$ cat src/rtl/adc_rate_seq_ctrl.sv
// Bring-up and supervision sequencer for the ADC 160->320 MS/s rate changer and its DCM.
// Pulses the DCM reset, qualifies a synchronized lock, enables the datapath and retries on lock loss.
`timescale 1ns/1ps
module adc_rate_seq_ctrl #(
  parameter int RST_CYCLES    = 16,
  parameter int LOCK_TIMEOUT  = 4096,
  parameter int SETTLE_CYCLES = 64,
  parameter int FLUSH_CYCLES  = 4,
  parameter int MAX_RETRY     = 3,
  localparam int RETRY_W      = (MAX_RETRY > 0) ? $clog2(MAX_RETRY + 1) : 1
) (
  input  logic               clkin160,
  input  logic               reset_n,
  input  logic               start,
  input  logic               dcm_locked,
  input  logic               fault_clr,
  output logic               dcm_reset,
  output logic               dp_enable,
  output logic               out_valid,
  output logic               busy,
  output logic               fault,
  output logic [RETRY_W-1:0] retry_cnt,
  output logic [2:0]         state
);

  localparam int CNT_M1  = (RST_CYCLES > LOCK_TIMEOUT) ? RST_CYCLES : LOCK_TIMEOUT;
  localparam int CNT_M2  = (SETTLE_CYCLES > FLUSH_CYCLES) ? SETTLE_CYCLES : FLUSH_CYCLES;
  localparam int CNT_MAX = (CNT_M1 > CNT_M2) ? CNT_M1 : CNT_M2;
  localparam int CNT_W   = (CNT_MAX > 1) ? $clog2(CNT_MAX) : 1;

  localparam logic [CNT_W-1:0]   RST_LOAD    = CNT_W'(RST_CYCLES - 1);
  localparam logic [CNT_W-1:0]   LOCK_LOAD   = CNT_W'(LOCK_TIMEOUT - 1);
  localparam logic [CNT_W-1:0]   SETTLE_LOAD = CNT_W'(SETTLE_CYCLES - 1);
  localparam logic [CNT_W-1:0]   FLUSH_LOAD  = CNT_W'(FLUSH_CYCLES - 1);
  localparam logic [RETRY_W-1:0] RETRY_MAX   = RETRY_W'(MAX_RETRY);

  typedef enum logic [2:0] {
    S_IDLE      = 3'd0,
    S_DCM_RST   = 3'd1,
    S_WAIT_LOCK = 3'd2,
    S_SETTLE    = 3'd3,
    S_FLUSH     = 3'd4,
    S_RUN       = 3'd5,
    S_FAULT     = 3'd6
  } state_e;

  state_e             state_q, state_d;
  logic [CNT_W-1:0]   cnt_q, cnt_d;
  logic [RETRY_W-1:0] retry_q, retry_d;
  logic               lock_meta_q, lock_s_q;
  logic               dcm_reset_q, dp_enable_q, out_valid_q, busy_q, fault_q;
  logic               fail;

  // Two-flop synchronizer: dcm_locked is asynchronous to clkin160.
  always_ff @(posedge clkin160 or negedge reset_n) begin
    if (!reset_n) begin
      lock_meta_q <= 1'b0;
      lock_s_q    <= 1'b0;
    end else begin
      lock_meta_q <= dcm_locked;
      lock_s_q    <= lock_meta_q;
    end
  end

  // Priority: fault_clr (FAULT only) > start=0 > lock loss > counter expiry.
  always_comb begin
    state_d = state_q;
    cnt_d   = cnt_q;
    retry_d = retry_q;
    fail    = 1'b0;
    if (state_q == S_FAULT) begin
      if (fault_clr) begin
        state_d = S_IDLE;
      end
    end else if (!start) begin
      state_d = S_IDLE;
      cnt_d   = '0;
    end else begin
      case (state_q)
        S_IDLE: begin
          state_d = S_DCM_RST;
          cnt_d   = RST_LOAD;
          retry_d = '0;
        end
        S_DCM_RST: begin
          if (cnt_q == '0) begin
            state_d = S_WAIT_LOCK;
            cnt_d   = LOCK_LOAD;
          end else begin
            cnt_d = cnt_q - CNT_W'(1);
          end
        end
        S_WAIT_LOCK: begin
          if (lock_s_q) begin
            state_d = S_SETTLE;
            cnt_d   = SETTLE_LOAD;
          end else if (cnt_q == '0) begin
            fail = 1'b1;
          end else begin
            cnt_d = cnt_q - CNT_W'(1);
          end
        end
        S_SETTLE: begin
          if (!lock_s_q) begin
            fail = 1'b1;
          end else if (cnt_q == '0) begin
            state_d = S_FLUSH;
            cnt_d   = FLUSH_LOAD;
          end else begin
            cnt_d = cnt_q - CNT_W'(1);
          end
        end
        S_FLUSH: begin
          if (!lock_s_q) begin
            fail = 1'b1;
          end else if (cnt_q == '0) begin
            state_d = S_RUN;
            cnt_d   = '0;
          end else begin
            cnt_d = cnt_q - CNT_W'(1);
          end
        end
        S_RUN: begin
          if (!lock_s_q) begin
            fail = 1'b1;
          end
        end
        default: begin
          state_d = S_IDLE;
          cnt_d   = '0;
        end
      endcase
      // A failed attempt either restarts the DCM reset pulse or gives up.
      if (fail) begin
        if (retry_q < RETRY_MAX) begin
          retry_d = retry_q + RETRY_W'(1);
          state_d = S_DCM_RST;
          cnt_d   = RST_LOAD;
        end else begin
          state_d = S_FAULT;
          cnt_d   = '0;
        end
      end
    end
  end

  // Outputs are decoded from the next state so they change on the same edge as the state.
  always_ff @(posedge clkin160 or negedge reset_n) begin
    if (!reset_n) begin
      state_q     <= S_IDLE;
      cnt_q       <= '0;
      retry_q     <= '0;
      dcm_reset_q <= 1'b1;
      dp_enable_q <= 1'b0;
      out_valid_q <= 1'b0;
      busy_q      <= 1'b0;
      fault_q     <= 1'b0;
    end else begin
      state_q     <= state_d;
      cnt_q       <= cnt_d;
      retry_q     <= retry_d;
      dcm_reset_q <= (state_d == S_IDLE) || (state_d == S_DCM_RST) || (state_d == S_FAULT);
      dp_enable_q <= (state_d == S_FLUSH) || (state_d == S_RUN);
      out_valid_q <= (state_d == S_RUN);
      busy_q      <= (state_d == S_DCM_RST) || (state_d == S_WAIT_LOCK) ||
                     (state_d == S_SETTLE) || (state_d == S_FLUSH);
      fault_q     <= (state_d == S_FAULT);
    end
  end

  assign dcm_reset = dcm_reset_q;
  assign dp_enable = dp_enable_q;
  assign out_valid = out_valid_q;
  assign busy      = busy_q;
  assign fault     = fault_q;
  assign retry_cnt = retry_q;
  assign state     = state_q;

endmodule

$ cat config.mk
export PLATFORM = sky130hd
export DESIGN_NAME = adc_rate_seq_ctrl
export DESIGN_NICKNAME = d
export VERILOG_FILES = /design/src/rtl/adc_rate_seq_ctrl.sv
export SDC_FILE = /design/constraint.sdc
export NUM_CORES = 1
export LEC_CHECK = 0
export CAP_MARGIN = 20
export CORE_ASPECT_RATIO = 1.2
export CORE_MARGIN = 8
export CORE_UTILIZATION = 45
export CTS_CLUSTER_DIAMETER = 80
export DETAILED_ROUTE_END_ITERATION = 16
export PLACE_DENSITY = 0.69
export SLEW_MARGIN = 5
export SYNTH_ARGS = -nofsm -noshare
export SYNTH_HDL_FRONTEND = slang
export SYNTH_SLANG_ARGS = --single-unit
$ cat constraint.sdc
create_clock -name clkin160 -period 3.8 [get_ports clkin160]
set_clock_uncertainty 0.2 [all_clocks]
set_input_delay 0.57 -clock clkin160 [delete_from_list [all_inputs] [get_ports clkin160]]
set_output_delay 0.57 -clock clkin160 [all_outputs]
set_load 0.02 [all_outputs]
Word-level counts from Yosys, hierarchy flattened
Cells that the tools add are included.
{"block": "word_totals", "register_bits": 24, "latch_bits": 0, "ramBits": 0, "rom_bits": 0, "in_bits": 5, "out_inout_bits": 10, "wordCells": 74, "memories": 0}
{"block": "op_classes", "n_addsub": 2, "mul": 0, "div_mod_pow": 0, "n_lt_le_gt_ge": 1, "n_eq_ne": 16, "shift": 0, "muxes": 32, "bitwise_logic": 1, "n_reduce_logical": 12}
{"operator": "12-bit two-way mux", "count": 9}
{"operator": "12-bit one-hot mux with 6 select lines", "count": 1}
{"operator": "3-bit two-way mux", "count": 11}
{"operator": "3-bit == test (second input constant)", "count": 6}
{"operator": "3-bit one-hot mux with 6 select lines", "count": 1}
{"operator": "3-bit by 2-bit == test with 1-bit output (second input constant)", "count": 4}
{"operator": "12-bit zero test", "count": 1}
{"operator": "12-bit by 1-bit subtractor with 12-bit output (second input constant)", "count": 1}
{"operator": "4-bit inequality test (second input constant)", "count": 2}
{"operator": "3-bit by 1-bit == test with 1-bit output (second input constant)", "count": 2}
{"operator": "3-bit zero test", "count": 2}
{"operator": "1-bit logical OR", "count": 6}
{"operator": "2-bit two-way mux", "count": 3}
{"operator": "1-bit two-way mux", "count": 5}
{"operator": "5-bit inequality test (second input constant)", "count": 1}
{"operator": "5-bit AND reduction", "count": 1}
{"operator": "4-bit two-way mux", "count": 1}
{"operator": "3-bit inequality test (second input constant)", "count": 1}
{"operator": "3-bit OR reduction", "count": 1}
{"operator": "2-bit by 1-bit adder with 2-bit output (second input constant)", "count": 1}
{"operator": "2-bit < comparator (second input constant)", "count": 1}
{"operator": "1-bit one-hot mux with 2 select lines", "count": 1}
{"operator": "2-bit AND reduction", "count": 1}
{"operator": "1-bit NOT", "count": 1}

Depth between registers and ports, before layout
Gate-level depths: netlist of run 1.
{"block": "depth", "ltp_word": 13, "mapped_depth": 10, "ltp_nobuf": 8}

Worst setup path before layout of run 1
No wires, ideal clock.
{"block": "synth_timing", "kind": "register -> register", "startpoint": "register cnt_q[0]", "endpoint": "register cnt_q[3]", "setup_time_ns": 0.087, "arrival_ns": 1.853, "required_time_ns": 3.513, "setup_slack_ns": 1.660, "path_stages_with_launch": 9, "path_buffers": 1, "synth_period_minus_slack_ns": 2.140, "cell_sequence": "dfrtp_1 -> inv_1 -> ha_1 -> nor4b_2 -> and3_1 -> buf_6 -> a41oi_1 -> o21ai_0 -> o211ai_1"}
{"block": "synth_between", "elab_chain_len": 8, "word_cells_on_any_way": 22, "classes_between": "add/sub: 1; eq/ne: 4; mux: 15; reduce/logical: 2"}
{"item": "start: declaration", "line": "48", "source": "logic [CNT_W-1:0] cnt_q, cnt_d;"}
{"item": "start signal: assignment", "line": "160", "source": "cnt_q <= cnt_d;"}
{"item": "parallel branches: the longest is 8 deep, another holds 12-bit by 1-bit subtractor with 12-bit output"}
Parallel ways; which one is timed is not known. The select of a mux whose other input is x is not followed.
A chain may end at the register's enable or synchronous reset.

Worst setup path after layout of run 1
{"block": "layout_timing", "startpoint": "register cnt_q[0]", "endpoint": "register cnt_q[1]"}
Same word-level chain as after synthesis.

==> impl_metrics.yaml, run 1 <==
clocking:
  cts_inserted_buffers: 3
  path_clk_slew_ns: 0.09
  cts_setup_buffers: 0
  cts_resized: 0
  clk-insertion-delay-late_ns: 0.26
  cts_tree: "yes"
  h-tree-depth: 1
  hold_buffers: 0
  clock-sinks: 24
  root_buffer: "clkbuf_8"
  clock_path_buffers: 2
power_and_ir_drop:
  p_comb_share_pct: 53.8
  p_int_mw: 0.7220
  total_leakage_power_nw: 0.7488
  power.total_mw: 1.374
  power_density_mw_per_mm2: 743.1
  clockPowerShare_pct: 11.3
  p_sw_mw: 0.6521
  swShare_pct: 47.46
  seqPwrFrac_pct: 34.9
  vdd_ir_drop_max_mv: 0.3273
sta:
  fmax_mhz: 355.9
  holdWs_ns: 0.1584
  worst_pin_slew_ns: 0.7597
  fin_tns_setup_ns: 0
  hold_viol_final: 0
  relSlewSlack_pct: 49.35
  final-setup-viol-count: 0
  rsz0062_at_grt: "no"
  post-route-period-util_pct: 73.93
  slew_viol_final: 0
  min_period_ns: 2.810
grt:
  grt_usage_pct: 13.79
  grt_pass1_wl_um: 6851
  antenna_found_initial: 0
  grt_start_max_net_pins: 25
  grt-ovfl-total: 0
  grt_pass1_vias: 1479
final_layout:
  stdcell_count: 244
  syn2layout_area_growth_pct: 10.46
  drive_above_1_share_pct: 7.317
  final_cell_mix: "23 x dfrtp_1, 20 x nand2_1, 19 x o21ai_0, 16 x a21oi_1, 14 x clkdlybuf4s50_1"
  fin_nets: 214
  antennaDiodeCount: 0
  final_common_cell: "dfrtp_1"
logic_synthesis:
  synth_edf_count: 0
  async_flop_share_pct: 100.0
  syn_area_mm2: 0.001674
  ys_top_cells_by_area: "dfrtp_1 34%, o21ai_0 5.7%, a21oi_1 4.8%"
  synth_cells: 198
  syn_nets: 206
  synth.largest_area_cell: "dfrtp_1"
  ys_seq_area_share_pct: 35.95
  ys_ff_latch: 24
  syn_avg_cell_area_um2: 8.455
  synth_top_cell_area_share_pct: 34.38
  yosysWarnings: 0
  yosys_most_used_dff: "dfrtp_1"
  yosysUniqueCellTypes: 53
placement:
  gp_congestion: 0.8821
  dpl.hpwl_um: 3071
  dp_cells: 239
  port_buffers: 14
worst_hold_path:
  hold_class: "register to register"
worst_setup_path:
  crit_buf_inv: 1
  path_class: "register to register"
  crit_path_end_kind: "register"
  start_kind: "register"
  max_stage_delay_ns: 0.60
  cp.arrival_ns: 2.73
  crit_path_top_delay_cell: "and3_1"
  crit_required_ns: 3.72
  crit_path_max_fanout: 16
  cp_cell_sequence: "inv_1, ha_1, nor4b_2, and3_1, a41oi_1, o21ai_0, o22ai_1"
  cp_top_family: "simple AND/OR/NAND/NOR gates"
die:
  initial_core_util_pct: 46.46
  dieHeight_um: 82.82
  die_w_um: 71.68
  coreArea_mm2: 0.003603
  ios: 15
  placementRows: 24
  die_area_mm2: 0.005936
run_status:
  outcome: "finished, final reports clean"
route:
  vias_per_cell: 6.439
  vias: 1571
  dr.pass1.iters: 5
  drt_wl_total_um: 4123
  routedWlPerCell_um: 16.90
  drtAntennaViolNets: 0
  drt_iter0_drc: 153
  route.detailed.drc: 0
flow_run:
  maxCapViolCount: 0
[final cells by class]
| cell class | instances | area, µm² |
|---|---|---|
| fillers | 349 | 1754 |
| multi-input cells | 151 | 957.2 |
| flip-flops and latches | 24 | 601.8 |
| repair buffers | 15 | 155.1 |
| well taps | 39 | 48.80 |
| clock buffers | 4 | 45.04 |
| inverters | 11 | 41.29 |
[registers in the layout, indices dropped and copies added (netlist names)]
signal,count
cnt_q,12
state,3
retry_cnt,2
busy,1
dcm_reset,1
dp_enable,1
fault,1
lock_meta_q,1
lock_s_q,1
out_valid,1
[routing by layer]
layer  global-route usage [%]  wire (µm)  up-vias  part of all wire [%]
met5                        0          0        -                     0
met3                    2.764        263        4                   6.4
li1                         -          -      743                     -
met1                    16.63       1726      770                    42
met4                    4.655         40        0                  0.97
met2                    23.42       2093       54                    51
[path summary, 6_finish.rpt]
| check | startpoint | end | slack [ns] | cells past startpoint |
|---|---|---|---|---|
| max reg2reg | cnt_q[0] | cnt_q[1] | 0.99 | 7 |
| min | lock_meta_q | lock_s_q | 0.16 | 0 |
| max in group asynchronous | reset_n | cnt_q[8] | 2.44 | 2 |
| min reg2reg | lock_meta_q | lock_s_q | 0.16 | 0 |
| max | cnt_q[0] | cnt_q[1] | 0.99 | 7 |
| min in group asynchronous | reset_n | dp_enable | 0.47 | 1 |
[synthesized netlist by cell type, drive strengths merged, types with 4 or more instances]
cell type and number:
a21o 4, a21oi 16, and2 5, buf 6
clkbuf 6, dfrtp 23, inv 11, nand2 20
nand3 7, nor2 13, nor2b 5, nor4 4
o211ai 5, o21ai 21, o22ai 4
[power groups by stage]
stage / combinational, mW / clock (mW) / sequential, mW
final: 0.739 / 0.155 / 0.480
after global routing: 0.831 / 0.170 / 0.494
after CTS: 0.733 / 0.161 / 0.475
after detailed placement: 0.730 / 0 / 0.481
after global placement: 0.708 / 0 / 0.474
after floorplan: 0.596 / 0 / 0.442
[stage by stage]
stage / util [%] / instance area, µm² / setup WS [ns]
floorplan: - / 1674 / 1.660
global placement: 49.65 / 1789 / 1.149
detailed placement: 49.65 / 1789 / 1.035
CTS: 50.90 / 1834 / 1.018
global route: 51.32 / 1849 / 0.8140
finish: 51.32 / 1849 / 0.9905
[logic make-up (layout without fill, tap and decap cells)]
family | Yosys count | count (layout) | share of synthesized area, %
DFF | 24 | 24 | 35.95
buffers and inverters | 23 | 30 | 6.875
and+or+nand+nor | 70 | 70 | 23.54
AOI/OAI and AO/OA | 74 | 74 | 29.15
adders and majority gates | 3 | 3 | 2.242
xor gates and xnor gates | 2 | 2 | 1.047
muxes | 2 | 2 | 1.196
Note: power is estimated with default switching activity, not from simulation.
==> inputs of run 2 (changes only) <==
clock period = 2.83 ns   (was 3.8 ns; I/O delays follow)
==> impl_metrics.yaml, run 2 (synthesis results as in run 1) <==
worst_hold_path:
  hold_class: "register to register"
  hold_path.startpoint: "lock_meta_q"
grt:
  grt_pass1_wl_um: 7176
  antenna_found_initial: 0
  grt-ovfl-total: 0
  grt_start_max_net_pins: 23
  grt_pass1_vias: 1466
  grt_usage_pct: 14.90
worst_setup_path:
  path_class: "register to register"
  r2r_slack_ns: 0.27
  max_stage_delay_ns: 0.42
  crit_path_end_kind: "register"
  cp_cell_sequence: "inv_1, ha_1, nor4b_2, and3_1, buf_4, a41oi_1, o21ai_0, o211ai_1"
  cp.arrival_ns: 2.54
  start_kind: "register"
  cp_top_family: "compound AO/OA/AOI/OAI gates"
  crit_required_ns: 2.82
  reg2reg_from: "cnt_q[0]"
  crit_path_top_delay_cell: "dfrtp_1"
  crit_path_max_fanout: 16
  crit_buf_inv: 2
  critPathLaunch: "cnt_q[0]"
route:
  dr.pass1.iters: 4
  routedWlPerCell_um: 16.99
  vias_per_cell: 6.379
  drtAntennaViolNets: 0
  vias: 1582
  route.detailed.drc: 0
  drt_wl_total_um: 4213
  drt_iter0_drc: 132
sta:
  hold_viol_final: 0
  post-route-period-util_pct: 90.29
  final-setup-viol-count: 0
  min_period_ns: 2.555
  worst_pin_slew_ns: 0.6298
  fin_ws_ns: 0.2749
  slew_viol_final: 0
  fmax_mhz: 391.4
  fin_tns_setup_ns: 0
  rsz0062_at_grt: "no"
  relSlewSlack_pct: 58.01
final_layout:
  fillCellCount: 357
  stdcell_count: 248
  largest_register_ffs: 12
  syn2layout_area_growth_pct: 13.38
  final_common_cell: "dfrtp_1"
  fin_nets: 218
  drive_above_1_share_pct: 9.569
  antennaDiodeCount: 0
  final_cell_mix: "23 x dfrtp_1, 20 x nand2_1, 19 x o21ai_0, 16 x a21oi_1, 14 x clkdlybuf4s50_1"
  largest-register: "cnt_q"
die:
  coreArea_mm2: 0.003603
  die_w_um: 71.68
  die_area_mm2: 0.005936
  initial_core_util_pct: 46.46
  ios: 15
  dieHeight_um: 82.82
  placementRows: 24
clocking:
  cts_resized: 0
  clock-sinks: 24
  root_buffer: "clkbuf_8"
  path_clk_slew_ns: 0.09
  cts_setup_buffers: 0
  clock_path_buffers: 2
  cts_tree: "yes"
  hold_buffers: 0
  cts_inserted_buffers: 3
  h-tree-depth: 1
  clk-insertion-delay-late_ns: 0.27
placement:
  place_ws_ns: 0.3153
  dpl.hpwl_um: 3234
  dp_cells: 244
  gp_congestion: 0.9059
  port_buffers: 14
power_and_ir_drop:
  power_density_mw_per_mm2: 1040
  vdd_ir_drop_max_mv: 0.3638
  total_leakage_power_nw: 0.7801
flow_run:
  maxCapViolCount: 0
run_status:
  outcome: "finished, final reports clean"
==> run 2: worst reg2reg max path: stages, from the launching register on <==
cell and delay, ns:
dfrtp_1 0.42, inv_1 0.11, ha_1 0.19, nor4b_2 0.17, and3_1 0.19, buf_4 0.19, a41oi_1 0.42, o21ai_0 0.32
o211ai_1 0.26
==> run 2: layout make-up <==
cell class	instances	area (µm²)	share of cell area, %
multi-input combinational	151	957.2	50.43
inverter	11	41.29	2.175
clock inverter	1	30.03	1.582
clock buffer	3	41.29	2.175
timing repair buffer	19	177.7	9.361
tap	39	48.80	2.571
sequential	24	601.8	31.71
==> run 2: final timing paths <==
check | to | depth (start not counted)
max in group asynchronous | cnt_q[5] | 2
min in group asynchronous | retry_cnt[0] | 1
min reg2reg | lock_s_q | 0
max reg2reg | cnt_q[3] | 8
max | cnt_q[3] | 8
min | lock_s_q | 0
==> run 2: where the power goes <==
| part | total, mW | internal [mW] | leakage, nW | switching [mW] |
|---|---|---|---|---|
| clock | 0.308 | 0.189 | 0.0357 | 0.119 |
| combinational | 1.07 | 0.449 | 0.432 | 0.624 |
| sequential | 0.593 | 0.446 | 0.312 | 0.147 |
| total | 1.97 | 1.08 | 0.780 | 0.889 |
==> run 2: metrics by stage <==
step,instance area [µm²],power (mW),hold WS (ns),utilization [%]
after global routing,1898,2.136,0.1640,52.67
after floorplan,1674,1.393,-0.07109,-
final,1898,1.973,0.1585,52.67
after detailed placement,1827,1.662,0.1395,50.69
after CTS,1898,1.970,0.1603,52.67
after global placement,1827,1.634,0.1363,50.69
==> run 2: per-layer routing <==
layer	part of all wire, %	vias up	GRT usage (%)
met2	51	48	24.25
met4	2.7	0	7.449
met5	0	-	0
met3	4.0	12	2.764
met1	42	767	18.08
li1	-	755	-
